File: src/rtl/ppe_grant_ctrl_pkg.sv
`default_nettype none
// ============================================================================
//  Module      : ppe_grant_ctrl_pkg
//  Description : Shared sizes, FSM state encoding and pointer-mode encoding
//                for the programmable priority encoder grant path.
//  Revision    : 1.0 - initial release
// ============================================================================
package ppe_grant_ctrl_pkg;

    // Requester count, index width and burst-length field width
    localparam int W  = 512;
    localparam int IW = 9;
    localparam int BW = 4;

    // Pointer source selection
    localparam logic MODE_RR    = 1'b0;
    localparam logic MODE_FIXED = 1'b1;

    // Grant FSM states
    typedef enum logic [0:0] {
        IDLE  = 1'b0,
        GRANT = 1'b1
    } state_t;

endpackage
`default_nettype wire

File: src/rtl/decoder_9_to_512.sv
`default_nettype none
// ============================================================================
//  Module      : decoder_9_to_512
//  Description : Combinational index-to-one-hot decoder; the inverse of the
//                512-to-9 priority encoder on the request side.
//  Revision    : 1.0 - initial release
// ============================================================================
module decoder_9_to_512
    import ppe_grant_ctrl_pkg::*;
(
    input  logic [IW-1:0] idx,
    output logic [W-1:0]  onehot
);

    // One comparator per output bit; exactly one bit is set for any index
    for (genvar i = 0; i < W; i++) begin : g_onehot
        assign onehot[i] = (idx == IW'(i));
    end

endmodule
`default_nettype wire

File: src/rtl/ppe_grant_ctrl.sv
`default_nettype none
// ============================================================================
//  Module      : ppe_grant_ctrl
//  Description : Sequential grant side of the priority encoder path. Drives
//                the priority pointer, captures the winning index, holds a
//                registered one-hot grant for a programmable burst under a
//                valid/ready handshake and advances the round-robin pointer
//                when the burst completes.
//  Revision    : 1.0 - initial release
// ============================================================================
module ppe_grant_ctrl
    import ppe_grant_ctrl_pkg::*;
(
    input  logic          clk,
    input  logic          rst_n,
    input  logic          mode,
    input  logic [IW-1:0] prog_ptr,
    input  logic [BW-1:0] burst_len,
    output logic [IW-1:0] p_enc,
    input  logic [IW-1:0] enc_value,
    input  logic          enc_valid,
    output logic [W-1:0]  gnt,
    output logic [IW-1:0] gnt_idx,
    output logic          gnt_valid,
    input  logic          gnt_ready,
    output logic          gnt_last,
    output logic          busy
);

    state_t        r_state;
    state_t        w_state_nxt;
    logic [W-1:0]  r_gnt;
    logic [W-1:0]  w_gnt_nxt;
    logic [IW-1:0] r_gnt_idx;
    logic [IW-1:0] w_gnt_idx_nxt;
    logic [BW-1:0] r_beats;
    logic [BW-1:0] w_beats_nxt;
    logic [IW-1:0] r_rr_ptr;
    logic [IW-1:0] w_rr_ptr_nxt;
    logic [W-1:0]  w_dec;

    decoder_9_to_512 u_dec (
        .idx    (enc_value),
        .onehot (w_dec)
    );

    // Pointer to the encoder: programmed value in fixed mode, else round-robin
    assign p_enc = (mode == MODE_FIXED) ? prog_ptr : r_rr_ptr;

    // State, grant, index, beat counter and round-robin pointer registers
    always_ff @(posedge clk or negedge rst_n) begin
        if (!rst_n) begin
            r_state   <= IDLE;
            r_gnt     <= '0;
            r_gnt_idx <= '0;
            r_beats   <= '0;
            r_rr_ptr  <= '0;
        end else begin
            r_state   <= w_state_nxt;
            r_gnt     <= w_gnt_nxt;
            r_gnt_idx <= w_gnt_idx_nxt;
            r_beats   <= w_beats_nxt;
            r_rr_ptr  <= w_rr_ptr_nxt;
        end
    end

    // Next-state logic: capture in IDLE, count accepted beats in GRANT
    always_comb begin
        w_state_nxt   = r_state;
        w_gnt_nxt     = r_gnt;
        w_gnt_idx_nxt = r_gnt_idx;
        w_beats_nxt   = r_beats;
        w_rr_ptr_nxt  = r_rr_ptr;
        case (r_state)
            IDLE: begin
                if (enc_valid) begin
                    w_state_nxt   = GRANT;
                    w_gnt_nxt     = w_dec;
                    w_gnt_idx_nxt = enc_value;
                    // A zero burst length still delivers one beat
                    w_beats_nxt   = (burst_len == '0) ? BW'(1) : burst_len;
                end
            end
            GRANT: begin
                if (gnt_ready) begin
                    if (r_beats == BW'(1)) begin
                        w_state_nxt  = IDLE;
                        w_gnt_nxt    = '0;
                        w_beats_nxt  = '0;
                        // Natural IW-bit overflow wraps 511 back to 0
                        w_rr_ptr_nxt = r_gnt_idx + IW'(1);
                    end else begin
                        w_beats_nxt  = r_beats - BW'(1);
                    end
                end
            end
            default: begin
                w_state_nxt = IDLE;
                w_gnt_nxt   = '0;
                w_beats_nxt = '0;
            end
        endcase
    end

    assign gnt       = r_gnt;
    assign gnt_idx   = r_gnt_idx;
    assign gnt_valid = (r_state == GRANT);
    assign busy      = (r_state != IDLE);
    assign gnt_last  = (r_state == GRANT) && (r_beats == BW'(1));

endmodule
`default_nettype wire

File: config.mk
export PLATFORM = sky130hd
export DESIGN_NAME = ppe_grant_ctrl
export DESIGN_NICKNAME = d
export VERILOG_FILES = /design/src/rtl/ppe_grant_ctrl_pkg.sv /design/src/rtl/decoder_9_to_512.sv /design/src/rtl/ppe_grant_ctrl.sv
export SDC_FILE = /design/constraint.sdc
export NUM_CORES = 1
export LEC_CHECK = 0
export ABC_CLOCK_PERIOD_IN_PS = 1900
export CORE_ASPECT_RATIO = 1.4
export CORE_MARGIN = 4
export CORE_UTILIZATION = 46
export DETAILED_ROUTE_END_ITERATION = 8
export PLACE_DENSITY = 0.78
export SYNTH_ARGS = -nofsm -noshare
export SYNTH_HDL_FRONTEND = slang
export SYNTH_SLANG_ARGS = --single-unit
File: constraint.sdc
create_clock -name clk -period 1.9 [get_ports clk]
set_input_delay 0.475 -clock clk [delete_from_list [all_inputs] [get_ports clk]]
set_output_delay 0.475 -clock clk [all_outputs]
set_load 0.02 [all_outputs]
==> impl_metrics.tcl <==
set metrics [dict create \
    relSlewSlack_pct 59.3 \
    n_fill_cell 3372 \
    max_freq_ghz 0.460 \
    cap_violations 0 \
    place.gp.congestion 0.882 \
    clkSinkCount 535 \
    area_growth_pct 48.0 \
    criticalPathCategory "register to register" \
    num-nets-final 2603 \
    crit_path_end_kind "register" \
    r2r_cells 9 \
    worstPathCellList "inv_2 > ha_4 > nor4bb_4 > buf_6 > a21oi_4 > buf_8 > buf_16 > clkbuf_16 > mux2_2" \
    coreArea_um2 51100 \
    pin_count 560 \
    via_count 19898 \
    finalMaxSlewViolations 0 \
    yosysSeqAreaShare_pct 56.2 \
    yosysWarnings 0 \
    r2r-start "r_beats[1]" \
    syn_avg_cell_area_um2 12.3 \
    cpLargestDelayFamily "buffers and inverters" \
    status "finished, violations left" \
    drive_gt1_share_pct 34.6 \
    overflow 0 \
    crit_arrival_ps 2640 \
    final_hold_viol_count 0 \
    die_height_um 277 \
    period_share_pct 114 \
    cp_max_fo 13 \
    worst_setup_path_start_kind "register" \
    cpMaxStageDelayCell "dfrtp_1" \
    synth-edff-count 0 \
    seqCellArea_um2 13400 \
    wirelength_um 93000 \
    violations "setup timing" \
    ys_types 38 \
    grt.total_usage_pct 30.1 \
    syn_nets 1962 \
    insertion_delay_ps 610 \
    synth-main-ff-cell "dfrtp_1" \
    hold_path.class "input pin to async pin" \
    place_inst 3106 \
    timing.final.crit_period_ps 2170 \
    ant_nets 0 \
    leakagePower_nw 17.1 \
    skew_ps 29.3 \
    grt_max_degree 112 \
    synth_area_um2 23800 \
    crit_start "r_beats[1]" \
    wl_per_cell_um 28.5 \
    tns_ps -153690 \
    critPathBufInv 5 \
    rsz0062_at_grt "yes" \
    drc_errors 0 \
    peakVddDrop_v 0.000700 \
    grt_pass1_wl_um 130000 \
    fp.dieW_um 200 \
    numCtsBuffers 51 \
    critPathMaxStageDelay_ps 370 \
    cts_tree "done" \
    worst_slew_pin_slew_ps 611 \
    initial_core_util_pct 46.6 \
    path_depth 9 \
    firstDrtPassIters 5 \
    p_per_area_nw_per_um2 815 \
    dp_hpwl_um 57700 \
    die-area_um2 55500 \
    drt_iter0_markers 1421 \
    clk_path_buf_depth 3 \
    antenna_found_initial 2 \
    fin_cells 3263 \
    async_flop_share_pct 100 \
    worstPathRequired_ps 2360 \
    r2r_end "gnt[373]" \
    grt_pass1_vias 20612 \
    cts_max_level 2 \
    portBuffers 559 \
    finalSetupViolations 875 \
    reg2reg_slack_ps -270 \
    avgViaCountPerCell 6.10 \
    fin_util_pct 69.0 \
    yosys_register_bits 535 \
    num_rows 98 \
    critPathCapture "gnt[373]" \
    cts_root_buf "clkbuf_16" \
    multi_input_area_um2 10100 \
    fin_ws_ps -274 \
    synth_cells 1932 \
    cts.clk_slew.worst_paths_ps 60 \
]
## report_power, final
| part | leakage [nW] | total [mW] | switching [mW] | internal, mW |
|---|---|---|---|---|
| combinational | 8.81 | 6.33 | 3.23 | 3.11 |
| clock | 0.831 | 10.5 | 4.60 | 5.90 |
| sequential | 7.43 | 11.9 | 0.243 | 11.6 |
## cell usage in the layout, fill, tap and decap left out, drive strengths merged, types with 3 or more instances in the layout
cell and n:
clkdlybuf4s50 383, inv 8, clkbuf 103, nor3 512, buf 259, nand4bb 12
o21ai 7, nor2b 4, a211oi 3, ha 3, clkdlybuf4s15 5, nand4b 8
dlygate4sd2 159, nand3 4, clkinv 8, nand2b 3, mux2 530, nand4 3
or3 4, bufinv 3, a21oi 13, dfrtp 535, nand2 6, a31oi 5
nor2 5, or4b 8
## routing by layer
| layer | GRT usage [%] | vias to the layer above | part of all wire, % |
|---|---|---|---|
| met5 | 0 | - | 0 |
| met1 | 34.4 | 10091 | 35 |
| met3 | 7.64 | 403 | 8.7 |
| met2 | 50.4 | 1230 | 48 |
| li1 | - | 8174 | - |
| met4 | 19.4 | 0 | 8.2 |
## cell type report
class	instances	area share (%)
Clock inverter	16	0.561
Antenna cell	2	0.0142
Sequential cell	535	38.0
Inverter	5	0.0532
Tap cell	650	2.31
Clock buffer	75	4.24
Timing Repair Buffer	835	26.3
Multi-Input combinational cell	1145	28.5
## worst reg2reg max path, stage by stage (launching register included)
cell       delay, ps
dfrtp_1          370
inv_2             60
ha_4             150
nor4bb_4         150
buf_6            120
a21oi_4          230
buf_8            210
buf_16           190
clkbuf_16        210
mux2_2           350
## stage by stage
step                      hold WS [ps]  setup WS (ps)  power [mW]  area, um^2
after floorplan                    179          -22.9        14.8       23900
after global placement             348           -625        16.6       31700
after detailed placement           353           -628        16.8       31700
after CTS                          309           -362        27.5       33700
after global routing               341           -337        29.5       35300
final                              321           -274        28.7       35300
## worst min-delay path by stage
stage / from / to / depth (start not counted)
after global routing: rst_n / gnt[259] / 2
after floorplan: rst_n / busy / 0
after detailed placement: rst_n / gnt[247] / 1
after CTS: rst_n / gnt[259] / 2
final: rst_n / gnt[264] / 2
after global placement: rst_n / gnt[247] / 1
## synthesized netlist by cell type (2+ instances only)
| cell type | count | share of area, % |
|---|---|---|
| dfrtp_1 | 535 | 56 |
| nor3_1 | 512 | 11 |
| mux2_2 | 498 | 24 |
| clkbuf_1 | 161 | 2.5 |
| buf_2 | 44 | 0.92 |
| buf_4 | 39 | 1.2 |
| mux2_1 | 32 | 1.5 |
| a21oi_1 | 12 | 0.25 |
| nand4bb_1 | 12 | 0.57 |
| nand4b_1 | 8 | 0.29 |
| o21ai_0 | 7 | 0.15 |
| nand2_1 | 6 | 0.095 |
| or4b_2 | 6 | 0.25 |
| a31oi_1 | 5 | 0.13 |
| inv_1 | 5 | 0.079 |
| nor2_1 | 5 | 0.079 |
| nand3_1 | 4 | 0.084 |
| nor2b_1 | 4 | 0.11 |
| or3_1 | 4 | 0.11 |
| a211oi_1 | 3 | 0.095 |
| buf_1 | 3 | 0.047 |
| ha_1 | 3 | 0.16 |
| nand2b_1 | 3 | 0.079 |
| nand4_1 | 3 | 0.079 |
| mux2i_1 | 2 | 0.084 |
| or4_1 | 2 | 0.063 |
| or4b_1 | 2 | 0.084 |
| xor2_1 | 2 | 0.074 |
## flip-flops by register name (all words and copies together) (netlist names)
signal and flops:
busy 1, gnt 512, gnt_idx 9, r_beats 4, r_rr_ptr 9
## logic make-up after synthesis
kind of cell / Yosys count / share of synthesized area (%)
adder cells (fa/ha/maj): 3 / 0.158
multiplexers: 532 / 25.1
AND/OR/NAND/NOR: 576 / 12.8
buffers and inverters: 252 / 4.82
flip-flops: 535 / 56.2
XOR/XNOR: 3 / 0.110
AO/OA/AOI/OAI: 31 / 0.772
## timing repair
item	4_1_cts	5_1_grt
setup endpoints to repair	1033	892
pin swaps	0	2
hold endpoints to repair	17	0
cloned	5	38
resized for setup	264	192
buffers inserted	17	7
hold buffers	1	0
Note: power is estimated with default switching activity, not from simulation.
